===== src/rtl/drac_pkg.sv =====
// Shared types and decode helpers for the IR-stage issue logic.
// Instruction classification lives here so hazard and issue logic agree.
package drac_pkg;

    localparam int NUM_SCALAR_INSTR = 2;
    localparam int REG_W = 5;

    typedef enum logic [2:0] {
        INSTR_ALU     = 3'd0,
        INSTR_ALU_IMM = 3'd1,
        INSTR_LOAD    = 3'd2,
        INSTR_STORE   = 3'd3,
        INSTR_BRANCH  = 3'd4,
        INSTR_CSR     = 3'd5,
        INSTR_FENCE   = 3'd6,
        INSTR_LUI     = 3'd7
    } instr_type_t;

    typedef struct packed {
        logic             valid;
        instr_type_t      instr_type;
        logic [REG_W-1:0] rd;
        logic [REG_W-1:0] rs1;
        logic [REG_W-1:0] rs2;
        logic             regfile_we;
    } instr_t;

    typedef struct packed {
        logic [31:0] pc;
        instr_t      instr;
    } id_ir_stage_t;

    typedef enum logic {
        RUN   = 1'b0,
        DRAIN = 1'b1
    } ir_issue_state_t;

    function automatic logic uses_rs1(input instr_t i);
        return !(i.instr_type inside {INSTR_LUI, INSTR_FENCE});
    endfunction

    function automatic logic uses_rs2(input instr_t i);
        return i.instr_type inside {INSTR_ALU, INSTR_STORE, INSTR_BRANCH};
    endfunction

    function automatic logic is_mem_instr(input instr_t i);
        return i.instr_type inside {INSTR_LOAD, INSTR_STORE};
    endfunction

    function automatic logic is_serial_instr(input instr_t i);
        return i.instr_type inside {INSTR_CSR, INSTR_FENCE};
    endfunction

    // Only slot 1 can depend on slot 0; x0 writes never create a dependency.
    function automatic logic pair_hazard(input instr_t i0, input instr_t i1);
        logic raw;
        logic waw;
        logic mem;
        raw = i0.regfile_we && (i0.rd != '0) &&
              ((uses_rs1(i1) && (i1.rs1 == i0.rd)) ||
               (uses_rs2(i1) && (i1.rs2 == i0.rd)));
        waw = i0.regfile_we && i1.regfile_we && (i0.rd == i1.rd) && (i0.rd != '0);
        mem = is_mem_instr(i0) && is_mem_instr(i1);
        return raw || waw || mem;
    endfunction

endpackage


===== src/rtl/ir_issue_hazard.sv =====
// Intra-pair hazard detect for the two oldest queue entries.
module ir_issue_hazard
    import drac_pkg::*;
(
    input  instr_t instr0,
    input  instr_t instr1,
    output logic   hazard
);

    assign hazard = instr0.valid && instr1.valid && pair_hazard(instr0, instr1);

endmodule


===== src/rtl/ir_issue_ctrl.sv =====
// IR-stage issue controller: picks 0/1/2 queue entries per cycle, pops them
// and registers the issued pair toward RR. Serializing ops wait for drain.
module ir_issue_ctrl
    import drac_pkg::*;
#(
    parameter int NUM_SCALAR_INSTR = 2
) (
    input  logic                                 clk_i,
    input  logic                                 rstn_i,
    input  logic                                 flush_i,
    input  logic                                 stall_i,
    input  logic                                 drain_done_i,
    input  id_ir_stage_t [NUM_SCALAR_INSTR-1:0] instruction_S_i,
    input  logic                                 empty_i,
    output logic         [NUM_SCALAR_INSTR-1:0] read_head_S_o,
    output id_ir_stage_t [NUM_SCALAR_INSTR-1:0] instruction_S_o,
    output logic                                 perf_dual_o,
    output logic                                 perf_hazard_o
);

    ir_issue_state_t state_q;
    ir_issue_state_t state_d;
    logic            hazard;
    logic            issue0;
    logic            issue1;
    logic            held1;

    id_ir_stage_t [NUM_SCALAR_INSTR-1:0] instr_p1;
    logic                                dual_p1;
    logic                                hazard_p1;

    ir_issue_hazard u_hazard (
        .instr0 (instruction_S_i[0].instr),
        .instr1 (instruction_S_i[1].instr),
        .hazard (hazard)
    );

    always_ff @(posedge clk_i or negedge rstn_i) begin
        if (!rstn_i) state_q <= RUN;
        else         state_q <= state_d;
    end

    // Strobes are gated by reset so the queue never pops while reset is held.
    always_comb begin
        issue0  = rstn_i && (state_q == RUN) && !stall_i && !flush_i && !empty_i &&
                  instruction_S_i[0].instr.valid;
        issue1  = issue0 && instruction_S_i[1].instr.valid && !hazard &&
                  !is_serial_instr(instruction_S_i[0].instr) &&
                  !is_serial_instr(instruction_S_i[1].instr);
        held1   = issue0 && instruction_S_i[1].instr.valid && hazard;
        state_d = state_q;
        case (state_q)
            RUN:     if (issue0 && is_serial_instr(instruction_S_i[0].instr)) state_d = DRAIN;
            DRAIN:   if (drain_done_i) state_d = RUN;
            default: state_d = RUN;
        endcase
        if (flush_i) state_d = RUN;
    end

    // IR -> RR pipeline register
    always_ff @(posedge clk_i or negedge rstn_i) begin
        if (!rstn_i) begin
            instr_p1  <= '0;
            dual_p1   <= 1'b0;
            hazard_p1 <= 1'b0;
        end else if (flush_i) begin
            instr_p1  <= '0;
            dual_p1   <= 1'b0;
            hazard_p1 <= 1'b0;
        end else begin
            dual_p1   <= issue1;
            hazard_p1 <= held1;
            if (!stall_i) begin
                instr_p1[0] <= issue0 ? instruction_S_i[0] : '0;
                instr_p1[1] <= issue1 ? instruction_S_i[1] : '0;
            end
        end
    end

    assign read_head_S_o   = {issue1, issue0};
    assign instruction_S_o = instr_p1;
    assign perf_dual_o     = dual_p1;
    assign perf_hazard_o   = hazard_p1;

endmodule


===== config.mk =====
export PLATFORM = sky130hd
export DESIGN_NAME = ir_issue_ctrl
export DESIGN_NICKNAME = d
export VERILOG_FILES = /design/src/rtl/drac_pkg.sv /design/src/rtl/ir_issue_hazard.sv /design/src/rtl/ir_issue_ctrl.sv
export SDC_FILE = /design/constraint.sdc
export NUM_CORES = 1
export LEC_CHECK = 0
export CORE_MARGIN = 2
export CORE_UTILIZATION = 38
export DETAILED_ROUTE_END_ITERATION = 7
export PLACE_DENSITY = 0.77
export SLEW_MARGIN = 5
export SYNTH_ARGS = -nofsm -noshare
export SYNTH_HDL_FRONTEND = slang
export SYNTH_HIERARCHICAL = 1
export SYNTH_SLANG_ARGS = --single-unit

===== constraint.sdc =====
create_clock -name clk_i -period 2.58 [get_ports clk_i]
set_input_delay 0.516 -clock clk_i [delete_from_list [all_inputs] [get_ports clk_i]]
set_output_delay 0.516 -clock clk_i [all_outputs]
set_load 0.05 [all_outputs]

Word level (Yosys, flattened, before mapping)
Cells that the tools add are included.
{"block": "word_totals", "out_inout_bits": 108, "wordCells": 81, "register_bits": 107}
{"block": "classes", "reduce_logical": 39, "n_mux": 10, "bitwise_logic": 1, "eq_ne": 14}
{"op": "$mux W104", "count": 2}
{"op": "$mux W52", "count": 2}
{"op": "$logic_and A1 B1 Y1", "count": 21}
{"op": "$eq A3 B3 Y1 const B", "count": 6}
{"op": "$eq A5 B5 Y1", "count": 3}
{"op": "$eq A3 B2 Y1 const B", "count": 4}
{"op": "$reduce_bool A2 Y1", "count": 5}
{"op": "$logic_not A1 Y1", "count": 7}
{"op": "$mux W1", "count": 5}
{"op": "$reduce_bool A5 Y1", "count": 1}
{"op": "$logic_not A3 Y1", "count": 1}
{"op": "$logic_or A1 B1 Y1", "count": 3}
{"op": "$reduce_bool A3 Y1", "count": 1}
{"op": "$ne A2 B2 Y1 const B", "count": 1}
{"op": "$pmux W1 S2", "count": 1}
{"op": "$not A1 Y1", "count": 1}

Logic depth before layout (Yosys ltp)
{"block": "logic_depth", "ltp_word": 16, "ltp_mapped": 9}

Hierarchy
The synthesis kept the hierarchy.
{"module": "ir_issue_ctrl", "area_each_um2": 4553.1, "cells_per_inst": 430, "n_inst": 1}
{"module": "ir_issue_hazard", "area_each_um2": 225.2, "cells_per_inst": 28, "n_inst": 1}

Worst setup path after synthesis
OpenSTA, ideal clock, no wires.
{"block": "synth_timing", "path_type": "input -> output", "from": "input port instruction_S_i[13] (netlist name)", "to": "output port read_head_S_o[1]", "n_path_buf": 3, "path_stages": 8, "arrival_ps": 2255, "setup_slack_ps": -191, "path_cell_list": "or4_1 -> o21a_1 -> o211ai_2 -> a31oi_1 -> clkbuf_1 -> clkbuf_1 -> nor4_1 -> buf_4"}
{"block": "synth_via", "elab_chain_cells": 11, "word_cells_on_any_way": 18, "cone_classes": "3 x eq/ne; 15 x reduce/logical"}
{"item": "start, declared", "line": "ir_issue_ctrl.sv:13", "rtl": "input id_ir_stage_t [NUM_SCALAR_INSTR-1:0] instruction_S_i,"}
{"item": "$eq A5 B5 Y1, on equally long branches", "line": "drac_pkg.sv:60, drac_pkg.sv:61"}
{"item": "$logic_and A1 B1 Y1, on equally long branches", "line": "drac_pkg.sv:60, drac_pkg.sv:61"}
{"item": "$logic_or A1 B1 Y1", "line": "drac_pkg.sv:60", "rtl": "((uses_rs1(i1) && (i1.rs1 == i0.rd)) ||"}
{"item": "$logic_and A1 B1 Y1", "line": "drac_pkg.sv:59", "rtl": "raw = i0.regfile_we && (i0.rd != '0) &&"}
{"item": "$logic_or A1 B1 Y1 (*) (2 in a row)", "line": "drac_pkg.sv:64", "rtl": "return raw || waw || mem;"}
{"item": "$logic_and A1 B1 Y1 (*)", "line": "ir_issue_hazard.sv:10", "rtl": "assign hazard = instr0.valid && instr1.valid && pair_hazard(instr0, instr1);"}
{"item": "named net hazard", "line": "ir_issue_ctrl.sv:23", "rtl": "logic hazard;"}
{"item": "$logic_not A1 Y1 (*)", "line": "ir_issue_ctrl.sv:47", "rtl": "issue1 = issue0 && instruction_S_i[1].instr.valid && !hazard &&"}
{"item": "$logic_and A1 B1 Y1 (*) (2 in a row)", "line": "ir_issue_ctrl.sv:47"}
{"item": "$logic_and A1 B1 Y1 (*)", "line": "ir_issue_ctrl.sv:48", "rtl": "!is_serial_instr(instruction_S_i[0].instr) &&"}
{"item": "end, declared", "line": "ir_issue_ctrl.sv:15", "rtl": "output logic [NUM_SCALAR_INSTR-1:0] read_head_S_o,"}
Mark *: on every way through the listed nets, which the timed path passes. The rest lies on a longest branch.

Worst setup path in the final report
Ends and elaborated chain as after synthesis.

==> impl_metrics.yaml <==
status:
  status: "completed"
clock_tree:
  clk_pin_slew_ps: 70
  cts_setup_buffers: 0
  cts_tree: "built"
  insertion_delay_ps: 340
  clockBufferDepth: 2
  htree_levels: 3
  cts_num_sinks: 107
  numCtsBuffers: 9
  clockRootBuffer: "clkbuf_16"
timing:
  fin_crit_ps: 2580
  max_slew_margin_pct: 54.2
  maxClockFrequency_mhz: 388
  skew_ps: 6.40
  setup_viol: 0
  drv_slew: 0
  tightest_slew_ps: 687
  hold_viol: 0
  min_period_over_period_pct: 100
  rsz0062_at_grt: "true"
power:
  pwr-share-seq_pct: 46.9
  pwr-share-clk_pct: 38.7
  totalPowerFinal_mw: 3.62
  p_per_area_mw_per_mm2: 479
  sw_frac_of_total_pct: 25.3
  comb_power_share_pct: 14.4
  power_switching_uw: 915
  leakage_nw: 3.19
  vdd_drop_max_uv: 284
  intPower_mw: 2.71
synth:
  synth_commonest_cells: "107 x dfrtp_1, 55 x nand2_1, 54 x nor2b_1, 53 x nand4_1"
  synth.area.top_cells: "dfrtp_1 56%, a22o_1 9.5%, nor2b_1 7.1%"
  ys_types: 29
  synth_area_per_cell_sq_um: 10.4
  synthCells: 458
  syn_nets: 568
  synth_xor_area_share_pct: 3.12
  yosysTopAreaCellShare_pct: 56.0
  synthAdderAreaFrac_pct: 0
  synth_compound_area_share_pct: 16.1
  synth-warning-count: 6
  yosysTopAreaCell: "dfrtp_1"
  ys_seq_elements: 107
  synth.most_common_cell: "dfrtp_1"
  ys.flop_type: "dfrtp_1"
  synth_edf_count: 0
  yosys.area_share.simple_pct: 20.3
  ys_seq_area_share_pct: 56.0
  synth-async-reset-ratio_pct: 100
  synth.area.mux_share_pct: 0
  synth_top_family_by_area: "simple AND/OR/NAND/NOR gates"
  syn_area_sq_mm: 0.00478
placed_design:
  portBuffers: 217
  gp_congestion: 0.876
  dpl.hpwl_mm: 10.5
worst_setup_path:
  critPathLaunchType: "primary input"
  crit_required_ps: 2060
  crit_type: "primary input to primary output"
  cpPeakStageDelay_ps: 520
  r2r-start: "state_q$_DFF_PN0_"
  rr_worst_depth: 4
  slowest_stage: "or4_4"
  cp-endpoint: "read_head_S_o[1]"
  r2r-end: "instruction_S_o[93]$_DFFE_PN0P_"
  reg2reg_slack_ps: 810
  crit_start: "instruction_S_i[13]"
  cp_data_arrival_time_ps: 2060
  crit_chain: "buf_6 > or4_4 > o21a_1 > o211ai_2 > a31oi_4 > nor4_4 > buf_12"
  path_max_fanout: 2
  worst_setup_path_end_kind: "primary output"
global_route:
  grt_overflow_total: 0
  antenna_found_initial: 2
  grt_util_all_layers_pct: 21.3
  grt_pass1_vias: 4413
  grt_pass1_wl_mm: 22.5
  grt_max_degree: 66
floorplanning:
  die_h_um: 116
  io_pins: 218
  fp.dieW_um: 116
  core_region_area_sq_mm: 0.0122
  die-area_sq_mm: 0.0135
  rows: 40
  initial_core_util_pct: 39.3
final_layout:
  drive_gt1_share_pct: 8.98
  fin_util_pct: 62.2
  syn2layout_area_growth_pct: 58.2
  nets: 773
routing:
  drc: 0
  wl_per_cell_um: 17.6
  ant_nets: 0
  initialDrtViolationCount: 202
  vias: 4364
  drt_wl_total_mm: 14.8
  vias_per_cell: 5.20
  dr.pass1.iters: 4
min_path:
  hp-class: "primary input to asynchronous set/reset pin"
run:
  maxCapViolCount: 0
[per-layer routing]
layer	routed length (um)	track usage, %	vias up
li1	-	-	2059
met1	6290	27.8	2124
met2	7190	34.8	157
met3	940	4.67	24
met4	357	8.89	0
met5	0	0	-
[worst max-delay path: cells and delay by family]
| family | cells | cell delay [ps] |
|---|---|---|
| AND/OR/NAND/NOR | 2 | 810 |
| buffers and inverters | 2 | 270 |
| AO/OA/AOI/OAI | 3 | 460 |
[sequential cells by signal, indices dropped and copies added, names as in the netlist]
signal / count
instruction_S_o: 104
perf_dual_o: 1
perf_hazard_o: 1
state_q: 1
[area by class of cell]
type	count	area [sq um]
fill	1022	4600
sequential	107	2680
timing repair buffer	241	2380
multi-input combinational	302	1970
clock buffer	9	225
tap	168	210
clock inverter	7	81.3
antenna	4	10.0
inverter	2	7.51
[power by group through the flow]
stage,combinational [mW],sequential (mW),clock [mW]
2_1_floorplan,0.157,1.78,0
3_3_place_gp,0.515,1.73,0
3_5_place_dp,0.522,1.73,0
4_1_cts,0.525,1.70,1.44
5_1_grt,0.559,1.70,1.51
6_report,0.522,1.70,1.40
[worst min-delay path by stage]
| stage | end | slack (ps) | cells after the start |
|---|---|---|---|
| finish | instruction_S_o[81]$_DFFE_PN0P_ | 320 | 2 |
| global route | instruction_S_o[88]$_DFFE_PN0P_ | 380 | 2 |
| CTS | instruction_S_o[88]$_DFFE_PN0P_ | 340 | 2 |
| detailed placement | instruction_S_o[19]$_DFFE_PN0P_ | 460 | 2 |
| global placement | instruction_S_o[19]$_DFFE_PN0P_ | 460 | 2 |
| floorplan | instruction_S_o[0]$_DFFE_PN0P_ | 220 | 0 |
[kinds of logic (layout without fill, tap and decap cells)]
family,after synthesis,in the layout
simple gates,174,174
compound gates,111,111
flops,107,107
buf+inv,49,259
xor+xnor,17,17
other cells,0,4
[through the flow]
| stage | instance area, sq um | TNS (ps) | hold WS [ps] | setup WS [ps] | std cells |
|---|---|---|---|---|---|
| floorplan | 4800 | -83.7 | 220 | -83.7 | 458 |
| global placement | 7210 | -20280 | 459 | -461 | 820 |
| detailed placement | 7210 | -25230 | 463 | -520 | 820 |
| CTS | 7530 | 0 | 338 | 0.354 | 836 |
| global route | 7550 | -38.1 | 380 | -38.1 | 837 |
| finish | 7560 | 0 | 319 | 0.618 | 840 |
[cell usage in the layout, fill, tap and decap left out, types with 2 or more instances in the layout]
cell type        instances
a22o_1                  51
buf_12                   3
buf_4                   24
buf_6                    2
clkbuf_16                9
clkdlybuf4s50_1        199
clkinv_4                 2
dfrtp_1                107
diode_2                  4
dlygate4sd2_1            6
dlymetal6s2s_1           5
inv_6                    2
nand2_1                 55
nand4_1                 53
nor2b_1                 51
nor2b_4                  3
nor3_1                   2
nor4_1                   2
o21ai_0                 52
xnor2_1                  5
xor2_1                  12
[repair_timing]
action                     CTS  global route
hold endpoints to repair     0             0
hold buffers                 0             0
setup endpoints to repair   53            52
pin swaps                   10             9
gates resized for setup     25             9
Note: power is estimated with default switching activity, not from simulation.
